**src/rtl/keypad_pkg.sv**
```systemverilog
// Shared encodings for the keypad reader: debounce states, sweep classification,
// status-word field positions and write-control bits.
package keypad_pkg;

    localparam int KEY_W    = 4;
    localparam int NUM_KEYS = 16;

    localparam int DAT_VALID    = 31;
    localparam int DAT_COUNT_HI = 10;
    localparam int DAT_COUNT_LO = 8;
    localparam int DAT_OVF      = 4;
    localparam int DAT_CODE_HI  = 3;
    localparam int DAT_CODE_LO  = 0;

    localparam int CTL_FLUSH   = 0;
    localparam int CTL_CLR_OVF = 1;

    typedef enum logic [1:0] {
        ST_IDLE    = 2'd0,
        ST_CONFIRM = 2'd1,
        ST_HELD    = 2'd2,
        ST_RELEASE = 2'd3
    } kp_state_t;

    typedef enum logic [1:0] {
        SW_NONE  = 2'd0,
        SW_ONE   = 2'd1,
        SW_MULTI = 2'd2
    } sweep_res_t;

    function automatic sweep_res_t classify_sweep(input logic [NUM_KEYS-1:0] img);
        int n;
        n = 0;
        for (int i = 0; i < NUM_KEYS; i++) begin
            n += int'(img[i]);
        end
        if (n == 0) return SW_NONE;
        if (n == 1) return SW_ONE;
        return SW_MULTI;
    endfunction

    // Only meaningful when exactly one bit is set.
    function automatic logic [KEY_W-1:0] key_index(input logic [NUM_KEYS-1:0] img);
        logic [KEY_W-1:0] idx;
        idx = '0;
        for (int i = 0; i < NUM_KEYS; i++) begin
            if (img[i]) idx = KEY_W'(i);
        end
        return idx;
    endfunction

    function automatic logic [2:0] sat_count(input int unsigned n);
        return (n > 7) ? 3'd7 : n[2:0];
    endfunction

endpackage

```
**src/rtl/keypad_fifo.sv**
```systemverilog
// Keycode queue: push/pop/flush, occupancy, full/empty and a sticky overflow flag.
module keypad_fifo #(
    parameter int DEPTH = 4,
    parameter int W     = 4
) (
    input  logic                   clk,
    input  logic                   rst_n,
    input  logic                   i_push,
    input  logic                   i_pop,
    input  logic                   i_flush,
    input  logic                   i_clr_ovf,
    input  logic [W-1:0]           i_din,
    output logic [W-1:0]           o_head,
    output logic [$clog2(DEPTH):0] o_count,
    output logic                   o_full,
    output logic                   o_empty,
    output logic                   o_ovf
);
    localparam int AW = $clog2(DEPTH);

    logic [W-1:0]  r_mem [DEPTH];
    logic [AW-1:0] r_wr_ptr;
    logic [AW-1:0] r_rd_ptr;
    logic [AW:0]   r_count;
    logic          r_ovf;
    logic          w_do_push;
    logic          w_do_pop;
    logic          w_drop;

    assign o_empty = (r_count == '0);
    assign o_full  = (r_count == (AW+1)'(DEPTH));
    assign o_count = r_count;
    assign o_ovf   = r_ovf;
    assign o_head  = r_mem[r_rd_ptr];

    // A flush wins over everything in the same cycle; a full queue still
    // accepts a push when a pop frees the head at the same edge.
    assign w_do_pop  = i_pop && !o_empty && !i_flush;
    assign w_do_push = i_push && !i_flush && (!o_full || w_do_pop);
    assign w_drop    = i_push && !i_flush && o_full && !w_do_pop;

    always_ff @(posedge clk or negedge rst_n) begin
        if (!rst_n) begin
            r_wr_ptr <= '0;
            r_rd_ptr <= '0;
            r_count  <= '0;
        end else if (i_flush) begin
            r_wr_ptr <= '0;
            r_rd_ptr <= '0;
            r_count  <= '0;
        end else begin
            if (w_do_push) r_wr_ptr <= r_wr_ptr + 1'b1;
            if (w_do_pop)  r_rd_ptr <= r_rd_ptr + 1'b1;
            if (w_do_push && !w_do_pop)      r_count <= r_count + 1'b1;
            else if (!w_do_push && w_do_pop) r_count <= r_count - 1'b1;
        end
    end

    always_ff @(posedge clk or negedge rst_n) begin
        if (!rst_n)         r_ovf <= 1'b0;
        else if (w_drop)    r_ovf <= 1'b1;
        else if (i_clr_ovf) r_ovf <= 1'b0;
    end

    always_ff @(posedge clk) begin
        if (w_do_push) r_mem[r_wr_ptr] <= i_din;
    end

endmodule

```
**src/rtl/keypad_dev.sv**
```systemverilog
// 4x4 matrix keypad reader: column scan, row synchronizer, sweep debounce and a
// bus-readable keycode queue. Define KEYPAD_AUTOREPEAT_EN to re-queue held keys.
module keypad_dev #(
    parameter int SCAN_DIV        = 15,
    parameter int DEBOUNCE_SWEEPS = 4,
    parameter int FIFO_DEPTH      = 4,
    parameter int REPEAT_SWEEPS   = 64
) (
    input  logic        clk,
    input  logic        reset,
    input  logic        STB,
    input  logic        WE,
    input  logic [31:0] DAT_I,
    output logic [31:0] DAT_O,
    output logic        ACK,
    output logic [3:0]  COL,
    input  logic [3:0]  ROW
);
    import keypad_pkg::*;

    localparam int CNT_W = $clog2(DEBOUNCE_SWEEPS + 1);
    localparam int CW    = $clog2(FIFO_DEPTH) + 1;
    localparam logic [CNT_W-1:0] DEB_LIMIT = CNT_W'(DEBOUNCE_SWEEPS);

    logic [SCAN_DIV-1:0] r_div;
    logic [1:0]          r_col;
    logic [3:0]          r_col_n;
    logic [3:0]          r_row_s1;
    logic [3:0]          r_row_s2;
    logic [15:0]         r_image;
    logic [15:0]         w_image_next;
    logic                w_col_end;
    logic                w_sweep_end;

    assign w_col_end   = &r_div;
    assign w_sweep_end = w_col_end && (r_col == 2'd3);
    assign COL         = r_col_n;

    // Image bit row*4+col takes the current column's synchronized rows.
    for (genvar gi = 0; gi < 16; gi++) begin : g_image
        assign w_image_next[gi] = (r_col == 2'(gi % 4)) ? ~r_row_s2[gi / 4] : r_image[gi];
    end

    always_ff @(posedge clk or negedge reset) begin
        if (!reset) begin
            r_row_s1 <= 4'hF;
            r_row_s2 <= 4'hF;
        end else begin
            r_row_s1 <= ROW;
            r_row_s2 <= r_row_s1;
        end
    end

    always_ff @(posedge clk or negedge reset) begin
        if (!reset) begin
            r_div   <= '0;
            r_col   <= 2'd0;
            r_col_n <= 4'b1110;
            r_image <= '0;
        end else begin
            r_div <= r_div + 1'b1;
            if (w_col_end) begin
                r_col   <= r_col + 1'b1;
                r_col_n <= {r_col_n[2:0], r_col_n[3]};
                r_image <= w_image_next;
            end
        end
    end

    sweep_res_t       w_res;
    logic [KEY_W-1:0] w_code;
    logic             w_present;
    kp_state_t        r_state;
    logic [KEY_W-1:0] r_cand;
    logic [CNT_W-1:0] r_cnt;
    logic [CNT_W-1:0] r_rel;
    logic [CNT_W-1:0] w_cnt_inc;
    logic [CNT_W-1:0] w_rel_inc;
    logic             r_push;
    logic             w_rpt_fire;

    assign w_res     = classify_sweep(w_image_next);
    assign w_code    = key_index(w_image_next);
    assign w_present = (w_res == SW_MULTI) || ((w_res == SW_ONE) && (w_code == r_cand));
    assign w_cnt_inc = r_cnt + 1'b1;
    assign w_rel_inc = r_rel + 1'b1;

`ifdef KEYPAD_AUTOREPEAT_EN
    localparam int RPT_W = $clog2(REPEAT_SWEEPS + 1);
    localparam logic [RPT_W-1:0] RPT_LAST = RPT_W'(REPEAT_SWEEPS - 1);

    logic [RPT_W-1:0] r_rpt;

    // Held outside HELD, so every entry into HELD starts a fresh interval.
    always_ff @(posedge clk or negedge reset) begin
        if (!reset) begin
            r_rpt <= '0;
        end else if (r_state != ST_HELD) begin
            r_rpt <= '0;
        end else if (w_sweep_end && w_present) begin
            r_rpt <= (r_rpt == RPT_LAST) ? '0 : r_rpt + 1'b1;
        end
    end

    assign w_rpt_fire = (r_rpt == RPT_LAST);
`else
    assign w_rpt_fire = 1'b0;
`endif

    always_ff @(posedge clk or negedge reset) begin
        if (!reset) begin
            r_state <= ST_IDLE;
            r_cand  <= '0;
            r_cnt   <= '0;
            r_rel   <= '0;
            r_push  <= 1'b0;
        end else begin
            r_push <= 1'b0;
            if (w_sweep_end) begin
                case (r_state)
                    ST_IDLE: begin
                        if (w_res == SW_ONE) begin
                            r_cand <= w_code;
                            if (DEBOUNCE_SWEEPS == 1) begin
                                r_push  <= 1'b1;
                                r_rel   <= '0;
                                r_state <= ST_HELD;
                            end else begin
                                r_cnt   <= CNT_W'(1);
                                r_state <= ST_CONFIRM;
                            end
                        end
                    end
                    ST_CONFIRM: begin
                        if ((w_res == SW_ONE) && (w_code == r_cand)) begin
                            if (w_cnt_inc == DEB_LIMIT) begin
                                r_push  <= 1'b1;
                                r_cnt   <= '0;
                                r_rel   <= '0;
                                r_state <= ST_HELD;
                            end else begin
                                r_cnt <= w_cnt_inc;
                            end
                        end else begin
                            r_cnt   <= '0;
                            r_state <= ST_IDLE;
                        end
                    end
                    ST_HELD: begin
                        if (w_present) begin
                            r_rel <= '0;
                            if (w_rpt_fire) r_push <= 1'b1;
                        end else if (DEBOUNCE_SWEEPS == 1) begin
                            r_state <= ST_IDLE;
                        end else begin
                            r_rel   <= CNT_W'(1);
                            r_state <= ST_RELEASE;
                        end
                    end
                    ST_RELEASE: begin
                        if (w_present) begin
                            r_rel   <= '0;
                            r_state <= ST_HELD;
                        end else if (w_rel_inc == DEB_LIMIT) begin
                            r_rel   <= '0;
                            r_state <= ST_IDLE;
                        end else begin
                            r_rel <= w_rel_inc;
                        end
                    end
                    default: r_state <= ST_IDLE;
                endcase
            end
        end
    end

    logic             r_ack;
    logic [31:0]      r_dat_o;
    logic [31:0]      w_rd_word;
    logic             w_accept;
    logic             w_rd;
    logic             w_wr;
    logic [KEY_W-1:0] w_head;
    logic [CW-1:0]    w_count;
    logic             w_full;
    logic             w_empty;
    logic             w_ovf;

    // ACK itself blocks the next accept, forcing a one-cycle gap under held STB.
    assign w_accept = STB && !r_ack;
    assign w_rd     = w_accept && !WE;
    assign w_wr     = w_accept && WE;
    assign ACK      = r_ack;
    assign DAT_O    = r_dat_o;

    keypad_fifo #(
        .DEPTH (FIFO_DEPTH),
        .W     (KEY_W)
    ) u_fifo (
        .clk       (clk),
        .rst_n     (reset),
        .i_push    (r_push),
        .i_pop     (w_rd),
        .i_flush   (w_wr && DAT_I[CTL_FLUSH]),
        .i_clr_ovf (w_wr && DAT_I[CTL_CLR_OVF]),
        .i_din     (r_cand),
        .o_head    (w_head),
        .o_count   (w_count),
        .o_full    (w_full),
        .o_empty   (w_empty),
        .o_ovf     (w_ovf)
    );

    always_comb begin
        w_rd_word                            = '0;
        w_rd_word[DAT_VALID]                 = !w_empty;
        w_rd_word[DAT_COUNT_HI:DAT_COUNT_LO] = sat_count(32'(w_count));
        w_rd_word[DAT_OVF]                   = w_ovf;
        w_rd_word[DAT_CODE_HI:DAT_CODE_LO]   = w_empty ? '0 : w_head;
    end

    always_ff @(posedge clk or negedge reset) begin
        if (!reset) begin
            r_ack   <= 1'b0;
            r_dat_o <= '0;
        end else begin
            r_ack <= w_accept;
            if (w_accept) r_dat_o <= WE ? 32'd0 : w_rd_word;
        end
    end

endmodule

```
**config.mk**
```make
export PLATFORM = sky130hd
export DESIGN_NAME = keypad_dev
export DESIGN_NICKNAME = d
export VERILOG_FILES = /design/src/rtl/keypad_pkg.sv /design/src/rtl/keypad_fifo.sv /design/src/rtl/keypad_dev.sv
export SDC_FILE = /design/constraint.sdc
export NUM_CORES = 1
export LEC_CHECK = 0
export CAP_MARGIN = 30
export CORE_ASPECT_RATIO = 1.1
export CORE_MARGIN = 5
export CORE_UTILIZATION = 47
export CTS_CLUSTER_DIAMETER = 150
export DETAILED_ROUTE_END_ITERATION = 7
export GPL_ROUTABILITY_DRIVEN = 1
export HOLD_SLACK_MARGIN = 0.1
export PLACE_DENSITY = 0.71
export SLEW_MARGIN = 30
export SYNTH_ARGS = -nofsm -noshare
export SYNTH_HDL_FRONTEND = slang
export SYNTH_HIERARCHICAL = 1
export SYNTH_SLANG_ARGS = --single-unit
```
**constraint.sdc**
```tcl
create_clock -name clk -period 6.77 [get_ports clk]
set_clock_uncertainty 0.2 [all_clocks]
set_input_delay 1.0155 -clock clk [delete_from_list [all_inputs] [get_ports clk]]
set_output_delay 1.0155 -clock clk [all_outputs]
set_load 0.1 [all_outputs]
```
# --- Word-level counts from Yosys, hierarchy flattened ---
# Memory sizes are Yosys's and may differ from the RTL's.
# Index checks and enable logic that the tools add are counted.
totals:
  in_bits: 40
  ff_bits: 99
  mem_count: 1
  wordCells: 175
  out_inout_bits: 37
  ramBits: 16
mem_list:
  columns: ["name", "words", "word_bits", "rd", "rd_clocked_by_memory_dff", "write_ports", "line_no", "source"]
  rows:
  - ["u_fifo.r_mem", 4, 4, 1, 0, 1, "keypad_fifo.sv:21", "logic [W-1:0] r_mem [DEPTH];"]
classes:
  bitwise_logic: 4
  reduce_logical: 39
  addsub: 23
  n_mux: 72
  n_eq_ne: 19
op_table:
  columns: ["cell", "n"]
  rows:
  - ["two-way mux 4 bit", 15]
  - ["zero test 32 bit", 1]
  - ["two-way mux 32 bit", 1]
  - ["two-way mux 3 bit", 10]
  - ["two-way mux 1 bit", 29]
  - ["two-way mux 2 bit", 14]
  - ["adder 15 x 1 -> 16 bit", 1]
  - ["equality test 16 x 1 -> 1 bit (second input constant)", 1]
  - ["adder 14 x 1 -> 15 bit", 1]
  - ["adder 15 x 1 -> 15 bit (second input constant)", 1]
  - ["logical AND 1 bit", 15]
  - ["AND reduction 15 bit", 1]
  - ["adder 13 x 1 -> 14 bit", 1]
  - ["adder 12 x 1 -> 13 bit", 1]
  - ["adder 11 x 1 -> 12 bit", 1]
  - ["adder 10 x 1 -> 11 bit", 1]
  - ["adder 9 x 1 -> 10 bit", 1]
  - ["equality test 2 bit (second input constant)", 5]
  - ["adder 3 x 1 -> 3 bit (second input constant)", 3]
  - ["adder 8 x 1 -> 9 bit", 1]
  - ["equality test 3 bit (second input constant)", 3]
  - ["case mux 3 bit (3 select lines)", 1]
  - ["adder 7 x 1 -> 8 bit", 1]
  - ["inequality test 2 bit (second input constant)", 4]
  - ["other kinds (23)", 44]

# --- Longest topological paths before layout ---
logic_depth:
  word_depth: 27
  mapped_depth: 21
  mapped_depth_nobuf: 20

# --- Cells and area by module ---
# Netlist, hierarchy kept.
by_module_without_submodules:
  columns: ["module", "seq_area_each_um2", "cells_each", "area_per_inst_um2", "instances"]
  rows:
  - ["keypad_dev", 1715.4, 382, 3948.8, 1]
  - ["keypad_fifo", 680.7, 74, 1129.8, 1]

# --- Worst setup path before layout ---
# No wires, ideal clock.
synth_path:
  path_kind: "flip-flop to flip-flop"
  from: "register r_col[1]"
  to: "register r_cnt[2]"
  required_time_ns: 6.506
  arrival_ns: 5.364
  path_slack_ns: 1.142
  setup_ns: 0.064
  synth_period_minus_slack_ns: 5.628
  path_stages_with_launch: 20
  path_buffers: 0
  cell_sequence: "dfrtp_1 > inv_1 > ha_1 > inv_1 > mux2_4 > inv_1 > fa_1 > fa_1 > fa_1 > fa_1 > inv_1 > ha_1 > fa_1 > or2_1 > a2111oi_0 > nand2_1 > a21oi_2 > nand4_4 > o41ai_2 > a21o_1"
synth_via:
  elab_chain_cells: 26
  word_cells_on_any_way: 66
  cone_classes: "add/sub (15); eq/ne (7); mux (39); reduce/logical (5)"
synth_lines:
  columns: ["element", "line_no", "source"]
  rows:
  - ["start, declared", "keypad_dev.sv:26", "logic [1:0] r_col;"]
  - ["start signal, assigned", "keypad_dev.sv:63", "r_col <= r_col + 1'b1;"]
  - ["equality test 2 x 1 -> 1 bit or zero test 2 bit (tied branches)", "keypad_dev.sv:41", "assign w_image_next[gi] = (r_col == 2'(gi % 4)) ? ~r_row_s2[gi / 4] : r_image[gi];"]
  - ["two-way mux 1 bit", "keypad_dev.sv:41", null]
  - ["adder 1 x 1 -> 2 bit", "keypad_pkg.sv:35", "n += int'(img[i]);"]
  - ["adder 2 x 1 -> 3 bit", "keypad_pkg.sv:35", null]
  - ["adder 3 x 1 -> 4 bit", "keypad_pkg.sv:35", null]
  - ["adder 4 x 1 -> 5 bit", "keypad_pkg.sv:35", null]
  - ["adder 5 x 1 -> 6 bit", "keypad_pkg.sv:35", null]
  - ["adder 6 x 1 -> 7 bit", "keypad_pkg.sv:35", null]
  - ["(+9 left out)", null, null]
  - ["equality test 16 x 1 -> 1 bit", "keypad_pkg.sv:38", "if (n == 1) return SW_ONE;"]
  - ["two-way mux 1 bit (2 in series)", "keypad_pkg.sv:38", null]
  - ["two-way mux 2 bit", "keypad_pkg.sv:39", "return SW_MULTI;"]
  - ["two-way mux 2 bit", "keypad_pkg.sv:38", null]
  - ["equality test 2 x 1 -> 1 bit", "keypad_dev.sv:122, keypad_dev.sv:135", null]
  - ["logical AND 1 bit", "keypad_dev.sv:135", "if ((w_res == SW_ONE) && (w_code == r_cand)) begin"]
  - ["two-way mux 3 bit", "keypad_dev.sv:135", null]
  - ["case mux 3 bit (2 select lines)", "keypad_dev.sv:120", "case (r_state)"]
  - ["end signal, assigned", "keypad_dev.sv:142", "r_cnt <= w_cnt_inc;"]
  - ["end, declared", "keypad_dev.sv:75", "logic [CNT_W-1:0] r_cnt;"]
# Parallel ways exist; a longest one is shown, timed or not. The select of a mux whose other input is x is not followed.
# A chain may end at the register's enable or synchronous reset.

# --- Final worst setup path ---
layout_path:
  from: "register r_col[0]"
  to: "register r_cnt[0]"
layout_via:
  word_cells_on_any_way: 66
  cone_classes: "add/sub (15); eq/ne (7); mux (39); reduce/logical (5)"
layout_rtl:
  columns: ["element", "line_no", "source"]
  rows:
  - ["equality test 2 bit *", "keypad_dev.sv:41", null]
  - ["two-way mux 1 bit *", "keypad_dev.sv:41", null]
  - ["net w_image_next[7]", "keypad_dev.sv:31", "logic [15:0] w_image_next;"]
  - ["adder 7 x 1 -> 8 bit", "keypad_pkg.sv:35", null]
  - ["adder 8 x 1 -> 9 bit", "keypad_pkg.sv:35", null]
  - ["adder 9 x 1 -> 10 bit", "keypad_pkg.sv:35", null]
  - ["adder 10 x 1 -> 11 bit", "keypad_pkg.sv:35", null]
  - ["adder 11 x 1 -> 12 bit", "keypad_pkg.sv:35", null]
  - ["(+4 left out)", null, null]
  - ["equality test 16 x 1 -> 1 bit", "keypad_pkg.sv:38", null]
  - ["two-way mux 1 bit (2 in series)", "keypad_pkg.sv:38", null]
  - ["two-way mux 2 bit", "keypad_pkg.sv:39", null]
  - ["two-way mux 2 bit", "keypad_pkg.sv:38", null]
  - ["equality test 2 x 1 -> 1 bit", "keypad_dev.sv:122, keypad_dev.sv:135", null]
  - ["logical AND 1 bit", "keypad_dev.sv:135", null]
  - ["two-way mux 3 bit", "keypad_dev.sv:135", null]
  - ["case mux 3 bit (2 select lines)", "keypad_dev.sv:120", null]
# Mark *: on every way through the listed nets, which the timed path passes. The rest lies on a longest branch. The select of a mux whose other input is x is not followed.

==> results.toml <==
[route]
num_vias = 3265
drc_errors = 0
routed_wl_um = 9040
vias_per_cell = 5.22
dr.pass1.iters = 4
wl_per_cell_um = 14.5
antenna_left = 0
drt_iter0_markers = 141

[sta]
rsz0062_at_grt = "false"
setup_viol = 0
min_period_ns = 6.43
tightestPinTransition_ns = 0.981
fin_crit_sh_pct = 95.0
max_freq_mhz = 155
relSlewSlack_pct = 34.4
hold-worst-slack_ns = 0.155
maxSlewViolCount = 0
hold_viol = 0
tns_ns = 0

[clock_tree]
clockRootBuffer = "clkbuf_16"
cts.htree.levels = 3
cts.repair.resized = 0
post_cts_buffers = 0
clk_pin_slew_ns = 0.07
clock_path_buffers = 2
cts.sinks = 92
cts_buffers = 9
cts_tree = "done"
clkLatencyLatePin_ns = 0.34
cts_hold_buf = 0

[synthesis]
async_reset_ff_share_pct = 82.6
ys_ff_latch = 92
synth_area_per_cell_um2 = 11.1
ys_types = 66
synth.yosys.seq_area_share_pct = 47.2
yosys_warnings = 6
synth_top_flop_cell = "dfrtp_1"
syn_area_um2 = 5080
synth-edff-count = 16
synthesis.instances = 456

[critical_path]
arrival_ns = 6.50
critPathLaunchType = "flop"
path_class = "reg -> reg"
r2r_slack_ns = 0.34
path_max_fanout = 10
r2r-start = "r_col[0]"
timing.rr.end = "r_cnt[0]"
worstPathRequired_ns = 6.84
ff2ff_path_depth = 18
endpoint_kind = "flop"

[power]
ir_drop_mv = 0.132
power_leakage_uw = 0.00245
powerDensity_nw_per_um2 = 239
finalPower_uw = 1350

[placed_design]
hpwlAfterDp_um = 6580
portBuffers = 23
gp_congestion = 0.871

[final_layout]
area_delta_synth_final_pct = 10.8
drive_gt1_share_pct = 11.8
diodes = 0
final_nets = 547

[floorplan]
num_io_pins = 77
initial_core_util_pct = 48.4
row_count = 39
die_height_um = 119
core_area_um2 = 10500
die_w_um = 109
dieArea_um2 = 13000

[global_routing]
grt_pass1_vias = 3388
grt.overflow.total = 0
grtUsageTotal_pct = 15.4
grt_pass1_wl_um = 16100
grt_max_degree = 77
antenna_found_initial = 0

[run_status]
status = "complete, no violations"

[run]
maxCapViolations = 0

[min_path]
min_to = "r_row_s2[1]"
hold_depth = 0
hold_path_class = "reg -> reg"
worst_hold_startpoint = "r_row_s1[1]"
==> critical path, cell delays in order (launching register included) <==
cell and delay [ns]:
dfrtp_1 0.41, ha_1 0.44, inv_1 0.20, o21ai_0 0.42
fa_1 0.49, inv_1 0.08, fa_1 0.44, fa_1 0.50
fa_1 0.49, inv_1 0.04, ha_1 0.20, fa_1 0.40
or2_1 0.25, a2111oi_0 0.60, nand2_1 0.31, a21oi_2 0.22
nand4_4 0.20, o311ai_1 0.31, o21a_1 0.16
==> where the power goes <==
part	internal, µW	total [µW]	switching [µW]	leakage, µW
Combinational	65.4	231	166	0.00113
Clock	294	491	196	0.000139
Sequential	587	625	37.9	0.00118
==> area by class of cell <==
| type | count | area, µm² |
|---|---|---|
| fill | 928 | 4870 |
| sequential | 92 | 2400 |
| multi-input combinational | 309 | 2370 |
| clock buffer | 13 | 250 |
| timing repair buffer | 23 | 231 |
| tap | 143 | 179 |
| inverter | 42 | 158 |
| clock inverter | 3 | 37.5 |
==> worst max path at each step <==
stage	start	end	cells past startpoint
3_5_place_dp	r_col[1]	r_cnt[1]	16
6_report	r_col[0]	r_cnt[0]	18
2_1_floorplan	r_col[1]	r_cnt[2]	19
4_1_cts	r_col[1]	r_cnt[0]	18
5_1_grt	r_col[0]	r_rel[0]	18
3_3_place_gp	r_col[1]	r_cnt[2]	18
==> cells in the mapped netlist, drive strengths merged (4+ instances only) <==
library cell | number | area, µm²
a21o | 4 | 30.0
edfxtp | 16 | 480
nor2b | 5 | 31.3
fa | 11 | 220
nor3 | 6 | 30.0
nand4 | 7 | 65.1
xnor2 | 14 | 123
nor4 | 4 | 40.0
o21ai | 35 | 179
and2 | 8 | 52.6
buf | 26 | 203
nand2b | 21 | 134
nand2 | 35 | 131
mux4 | 4 | 90.1
clkbuf | 9 | 33.8
dfstp | 11 | 289
a211oi | 5 | 47.5
a22o | 6 | 52.6
nand3 | 7 | 35.0
mux2 | 12 | 139
ha | 19 | 238
o211ai | 6 | 45.0
inv | 42 | 158
and3 | 7 | 43.8
dfrtp | 65 | 1630
nor2 | 19 | 81.3
a21oi | 4 | 23.8
a21boi | 6 | 45.0
xor2 | 6 | 52.6
==> sequential cells by signal, indices dropped and copies added, names as in the netlist, 2 cells and up <==
signal           count
COL                  4
DAT_O                9
r_cand               4
r_cnt                3
r_col                2
r_div               15
r_image             16
r_rel                3
r_row_s1             4
r_row_s2             4
r_state              2
u_fifo/o_count       3
u_fifo/r_mem        16
u_fifo/r_rd_ptr      2
u_fifo/r_wr_ptr      2
==> kinds of logic after synthesis <==
kind of cell,synth area share (%)
buf+inv,7.76
mux,5.17
compound gates,13.4
xor+xnor,3.45
other cells,0.0738
flops,47.2
fa+ha+maj,9.02
simple gates,14.0
==> metrics by stage <==
step	area [µm²]	util [%]	std cells	setup WS, ns
after floorplan	5160	-	478	1.14
after global placement	5330	50.8	609	0.497
after detailed placement	5330	50.8	609	0.440
after CTS	5620	53.6	625	0.238
after global routing	5630	53.6	625	0.00136
final	5630	53.6	625	0.338
==> cells in the final DEF, fill, tap and decap left out, types with 9 or more instances in the layout <==
cell / netlist / routed
edfxtp_1: 16 / 16
clkdlybuf4s50_1: 0 / 22
nand2_1: 35 / 34
dfrtp_1: 65 / 65
fa_1: 11 / 11
xnor2_1: 14 / 14
dfstp_2: 11 / 11
nand2b_1: 20 / 20
conb_1: 1 / 23
nor2_1: 17 / 17
clkbuf_16: 0 / 9
o21ai_0: 32 / 31
inv_1: 42 / 42
mux2_2: 10 / 10
ha_1: 19 / 19
==> routing by layer <==
metal | GRT usage (%) | vias to the layer above | wire (µm)
li1 | - | 1584 | -
met1 | 18.8 | 1613 | 3830
met2 | 27.0 | 55 | 4770
met3 | 2.60 | 13 | 281
met4 | 5.68 | 0 | 159
met5 | 0 | - | 0
No activity file was read; power rests on OpenSTA's default activity.
==> edit 1 (config.mk and constraints unchanged) <==
Build with the macro `KEYPAD_AUTOREPEAT_EN` defined.
--- a/src/rtl/keypad_dev.sv
+++ b/src/rtl/keypad_dev.sv
@@ -1,5 +1,7 @@
 // 4x4 matrix keypad reader: column scan, row synchronizer, sweep debounce and a
 // bus-readable keycode queue. Define KEYPAD_AUTOREPEAT_EN to re-queue held keys.
+`define KEYPAD_AUTOREPEAT_EN
+
 module keypad_dev #(
     parameter int SCAN_DIV        = 15,
     parameter int DEBOUNCE_SWEEPS = 4,
Check against the original RTL: same outputs for any inputs over 10 cycles, from zero or initial values and one cycle with reset low; that may be too few to reach the edited logic, so the function may still have changed.
==> edit 1 against the original RTL <==
  * Synthesized area is 11% higher
  * Combinational power is 5% higher
  * Setup slack better by 0.088 ns
  * Via count is 13% higher
  * Clock power is 5.5% higher
  * Critical endpoint is now r_rel[1]
  * Total power is 6.0% higher
  * Cell count is 11% higher
  * Largest power group unchanged
  * Largest cell class is now multi-input combinational cells
  * Wire length is 8.3% higher
  * Sequential cell count is 7 higher
  * Cell area is 10% higher
==> edit 1: results <==
[run_status]
run_status = "completed"

[power_and_ir_drop]
leakage_power_figure_uw = 0.00274
p_switching_uw = 439
vdd_drop_max_mv = 0.169

[placed_design]
final_gp_congestion = 0.802
numPortBuffers = 23
place.detailed.hpwl_mm = 7.09

[synthesis]
ys_top_cells_by_area = "dfrtp_1 (32%), edfxtp_1 (8.5%), ha_1 (5.6%)"
synthMuxAreaShare = 0.0476
synth-warning-count = 6
synth_xor_area_frac = 0.0325
synth.top_cells.by_count = "dfrtp_1 (72), inv_1 (41), nand2_1 (37)"
synthArstFlopShare = 0.838
library_cells_used_by_synthesis = 78
synth_fa_ha_area_frac = 0.0947
synth_compound_area_frac = 0.153
seq_area_frac_synth = 0.457

[final_layout]
final_nets = 609
largestRegisters = "r_image: 16 flops, u_fifo/r_mem: 16 flops, r_div: 15 flops"
drive_gt1_frac = 0.128
antenna-diode-count = 0
fillerInstances = 1033

[global_route]
grt_first_pass_wirelength_mm = 17.2
globalRouteMet3Util = 0.0350
largest_net_degree_at_the_start_of_global_routing = 84
grt_util_all_layers = 0.146
grt_util_met2 = 0.247
global_route.usage.met1 = 0.187

[cts]
cts_made_buffers = 9
htree_num_levels = 3
clkLatencyLatePin_ns = 0.35
cts_buffer_depth = 2

[drt]
drt_pass1_iterations = 5
vias_per_cell = 5.31
drt_first_iter_violations = 209
routedWlPerCell_um = 14.2

[worst_setup_path]
cp.arrival_ns = 6.37
slowest_cp_cell = "fa_1"
crit-reg2reg-launch = "r_col[1]"
crit_path_max_fanout = 10
worst_path_largest_cell_delay_ns = 0.52
critical_path.top_delay_family = "adder cells"

[sta]
timing.max_slew.rel_slack = 0.339
## edit 1: cells by family after synthesis
logic type,Yosys count
buffers and inverters,77
muxes,20
and+or+nand+nor,146
AOI/OAI and AO/OA,110
other,1
xor gates and xnor gates,20
adders and majority gates,36
DFF,99
## edit 1: cell type report
cell class | count | share of cell area
multi-input combinational | 355 | 0.440
sequential | 99 | 0.414
timing repair buffer | 27 | 0.0421
clock buffer | 10 | 0.0369
tap | 154 | 0.0310
inverter | 41 | 0.0248
clock inverter | 6 | 0.0111
## edit 1: per-layer routing
| metal | share of wire | wire length, um | up-vias |
|---|---|---|---|
| met5 | 0 | 0 | - |
| met4 | 0.0098 | 96 | 0 |
| li1 | - | - | 1788 |
| met2 | 0.51 | 5000 | 80 |
| met1 | 0.44 | 4270 | 1801 |
| met3 | 0.044 | 428 | 7 |
## edit 1: worst paths after layout
check                              endpoint  slack (ns)  depth (start not counted)
worst max-delay path               r_rel[1]        0.43                         20
worst max register to register     r_rel[1]        0.43                         20
max in group asynchronous       r_image[13]        5.34                          1
min in group asynchronous          DAT_O[0]        0.49                          1
worst min-delay path            r_row_s2[1]        0.15                          0
worst min register to register  r_row_s2[1]        0.15                          0
## edit 1: per-stage QoR
stage,util,hold WS (ns),worst slack (ns),area [um^2],std cells
floorplan,-,0.145,0.684,5710,531
global placement,0.497,0.145,0.590,5900,676
detailed placement,0.497,0.149,0.516,5910,676
CTS,0.523,0.154,0.426,6210,692
global route,0.523,0.160,0.0889,6210,692
finish,0.523,0.152,0.425,6210,692
## edit 1: power by group through the flow
stage / sequential (uW) / combinational (uW) / clock (uW)
5_1_grt: 670 / 259 / 557
4_1_cts: 666 / 246 / 528
3_5_place_dp: 678 / 245 / 0
3_3_place_gp: 676 / 239 / 0
6_report: 666 / 243 / 518
2_1_floorplan: 713 / 167 / 0
==> edit 2 (same flow settings) <==
Made on the original files. Encoding of `kp_state_t`: now one-hot (4 bits for 4 states).
--- a/src/rtl/keypad_pkg.sv
+++ b/src/rtl/keypad_pkg.sv
@@ -15,11 +15,11 @@
     localparam int CTL_FLUSH   = 0;
     localparam int CTL_CLR_OVF = 1;
 
-    typedef enum logic [1:0] {
-        ST_IDLE    = 2'd0,
-        ST_CONFIRM = 2'd1,
-        ST_HELD    = 2'd2,
-        ST_RELEASE = 2'd3
+    typedef enum logic [3:0] {
+        ST_IDLE    = 4'b0001,
+        ST_CONFIRM = 4'b0010,
+        ST_HELD    = 4'b0100,
+        ST_RELEASE = 4'b1000
     } kp_state_t;
 
     typedef enum logic [1:0] {
Function: same outputs for any inputs over 10 cycles, from zero or initial values and one cycle with reset low; not proved beyond that.
==> edit 2 against the original RTL <==
  * Total power fell by 0.26%
  * Cell area up 4.6%
  * Via count rose by 10%
  * Wire length is 8.8% higher
  * Sequential cell count is 2 higher
  * First-iteration DRC count up 45%
  * Global-route usage barely moved
  * Highest routed layer unchanged
  * Setup slack better by 0.24 ns
  * Synthesized area up 4.7%
==> edit 2: results <==
[synthesis]
seq_area_frac_synth = 0.460
synth-warning-count = 6
library_cells_used_by_synthesis = 73
ys_top_cells_by_area = "dfrtp_1 (31%), edfxtp_1 (9.0%), dfstp_2 (5.9%)"
synth.top_cells.by_count = "dfrtp_1 (66), nand2_1 (54), inv_1 (32)"
synthArstFlopShare = 0.830

[placed_design]
placed_area_mm2 = 0.00559
place.detailed.hpwl_mm = 7.12
final_gp_congestion = 0.853

[drt]
drt-total-wl_mm = 9.84
drt_first_iter_violations = 205
vias_per_cell = 5.33

[global_route]
number_of_global_route_vias_before_repair = 3639
grt_first_pass_wirelength_mm = 17.0
largest_net_degree_at_the_start_of_global_routing = 79
global_route.usage.met1 = 0.189
globalRouteMet3Util = 0.0368
grt_util_met2 = 0.253
grt_util_all_layers = 0.154

[run_status]
run_status = "completed"

[final_layout]
final_nets = 592
drive_gt1_frac = 0.108

[power_and_ir_drop]
vdd_drop_max_mv = 0.137
leakage_power_figure_uw = 0.00258

[cts]
worst_setup_hold_path_clk_slew_ns = 0.06

[sta]
tightest_slew_ns = 0.974
-- edit 2: area by class of cell --
type	count	area (um^2)
clock buffer	9	225
clock inverter	7	48.8
fill	943	5120
inverter	34	128
multi-input combinational	358	2600
sequential	94	2450
tap	147	184
timing repair buffer	26	254
-- edit 2: routing by layer --
| metal | wire, um | share of wire |
|---|---|---|
| met1 | 4340 | 0.44 |
| met5 | 0 | 0 |
| met2 | 4790 | 0.49 |
| met3 | 433 | 0.044 |
| met4 | 281 | 0.029 |
-- edit 2: through the flow --
stage | util | instances | setup slack, ns | hold WS [ns]
after floorplan | - | 524 | 1.07 | 0.145
after global placement | 0.508 | 659 | 0.524 | 0.147
after detailed placement | 0.508 | 659 | 0.393 | 0.147
after CTS | 0.533 | 675 | 0.374 | 0.156
after global routing | 0.535 | 675 | 0.107 | 0.161
final | 0.535 | 675 | 0.580 | 0.157
-- edit 2: what timing repair did --
item                       in CTS  in global routing
setup endpoints to repair       0                  1
hold buffers                    0                  0
resized for setup               0                  2
-- edit 2: power by group --
part	switching, uW	total, uW	internal (uW)
Combinational	168	235	66.7
Sequential	38.8	637	598
Clock	221	471	250
Total	428	1340	915
-- edit 2: cells by family after synthesis --
logic type,synth area share
mux,0.0381
simple gates,0.175
flops,0.460
xor+xnor,0.0313
buf+inv,0.0694
fa+ha+maj,0.0837
compound gates,0.141
other cells,0.000705
-- edit 2: critical path, cell delays in order (launching register included) --
cell,delay [ns]
dfrtp_1,0.40
inv_1,0.10
ha_1,0.28
nand2b_1,0.15
a21boi_0,0.33
inv_1,0.12
fa_1,0.51
inv_1,0.05
fa_1,0.48
fa_1,0.52
fa_1,0.49
inv_1,0.04
ha_1,0.19
fa_1,0.43
nor3_1,0.22
nor2b_1,0.29
nand2_1,0.13
a31oi_2,0.27
nand3_4,0.18
mux2i_2,0.31
mux2_1,0.35
-- edit 2: path summary, 6_finish.rpt --
kind	from	end	slack, ns	cells past startpoint
setup / recovery	r_col[1]	r_state[3]	0.58	20
hold / removal	r_row_s1[0]	r_row_s2[0]	0.16	0
setup reg to reg	r_col[1]	r_state[3]	0.58	20
hold reg to reg	r_row_s1[0]	r_row_s2[0]	0.16	0
max in group asynchronous	reset	r_cnt[0]	5.41	1
min in group asynchronous	reset	r_image[11]	0.49	1
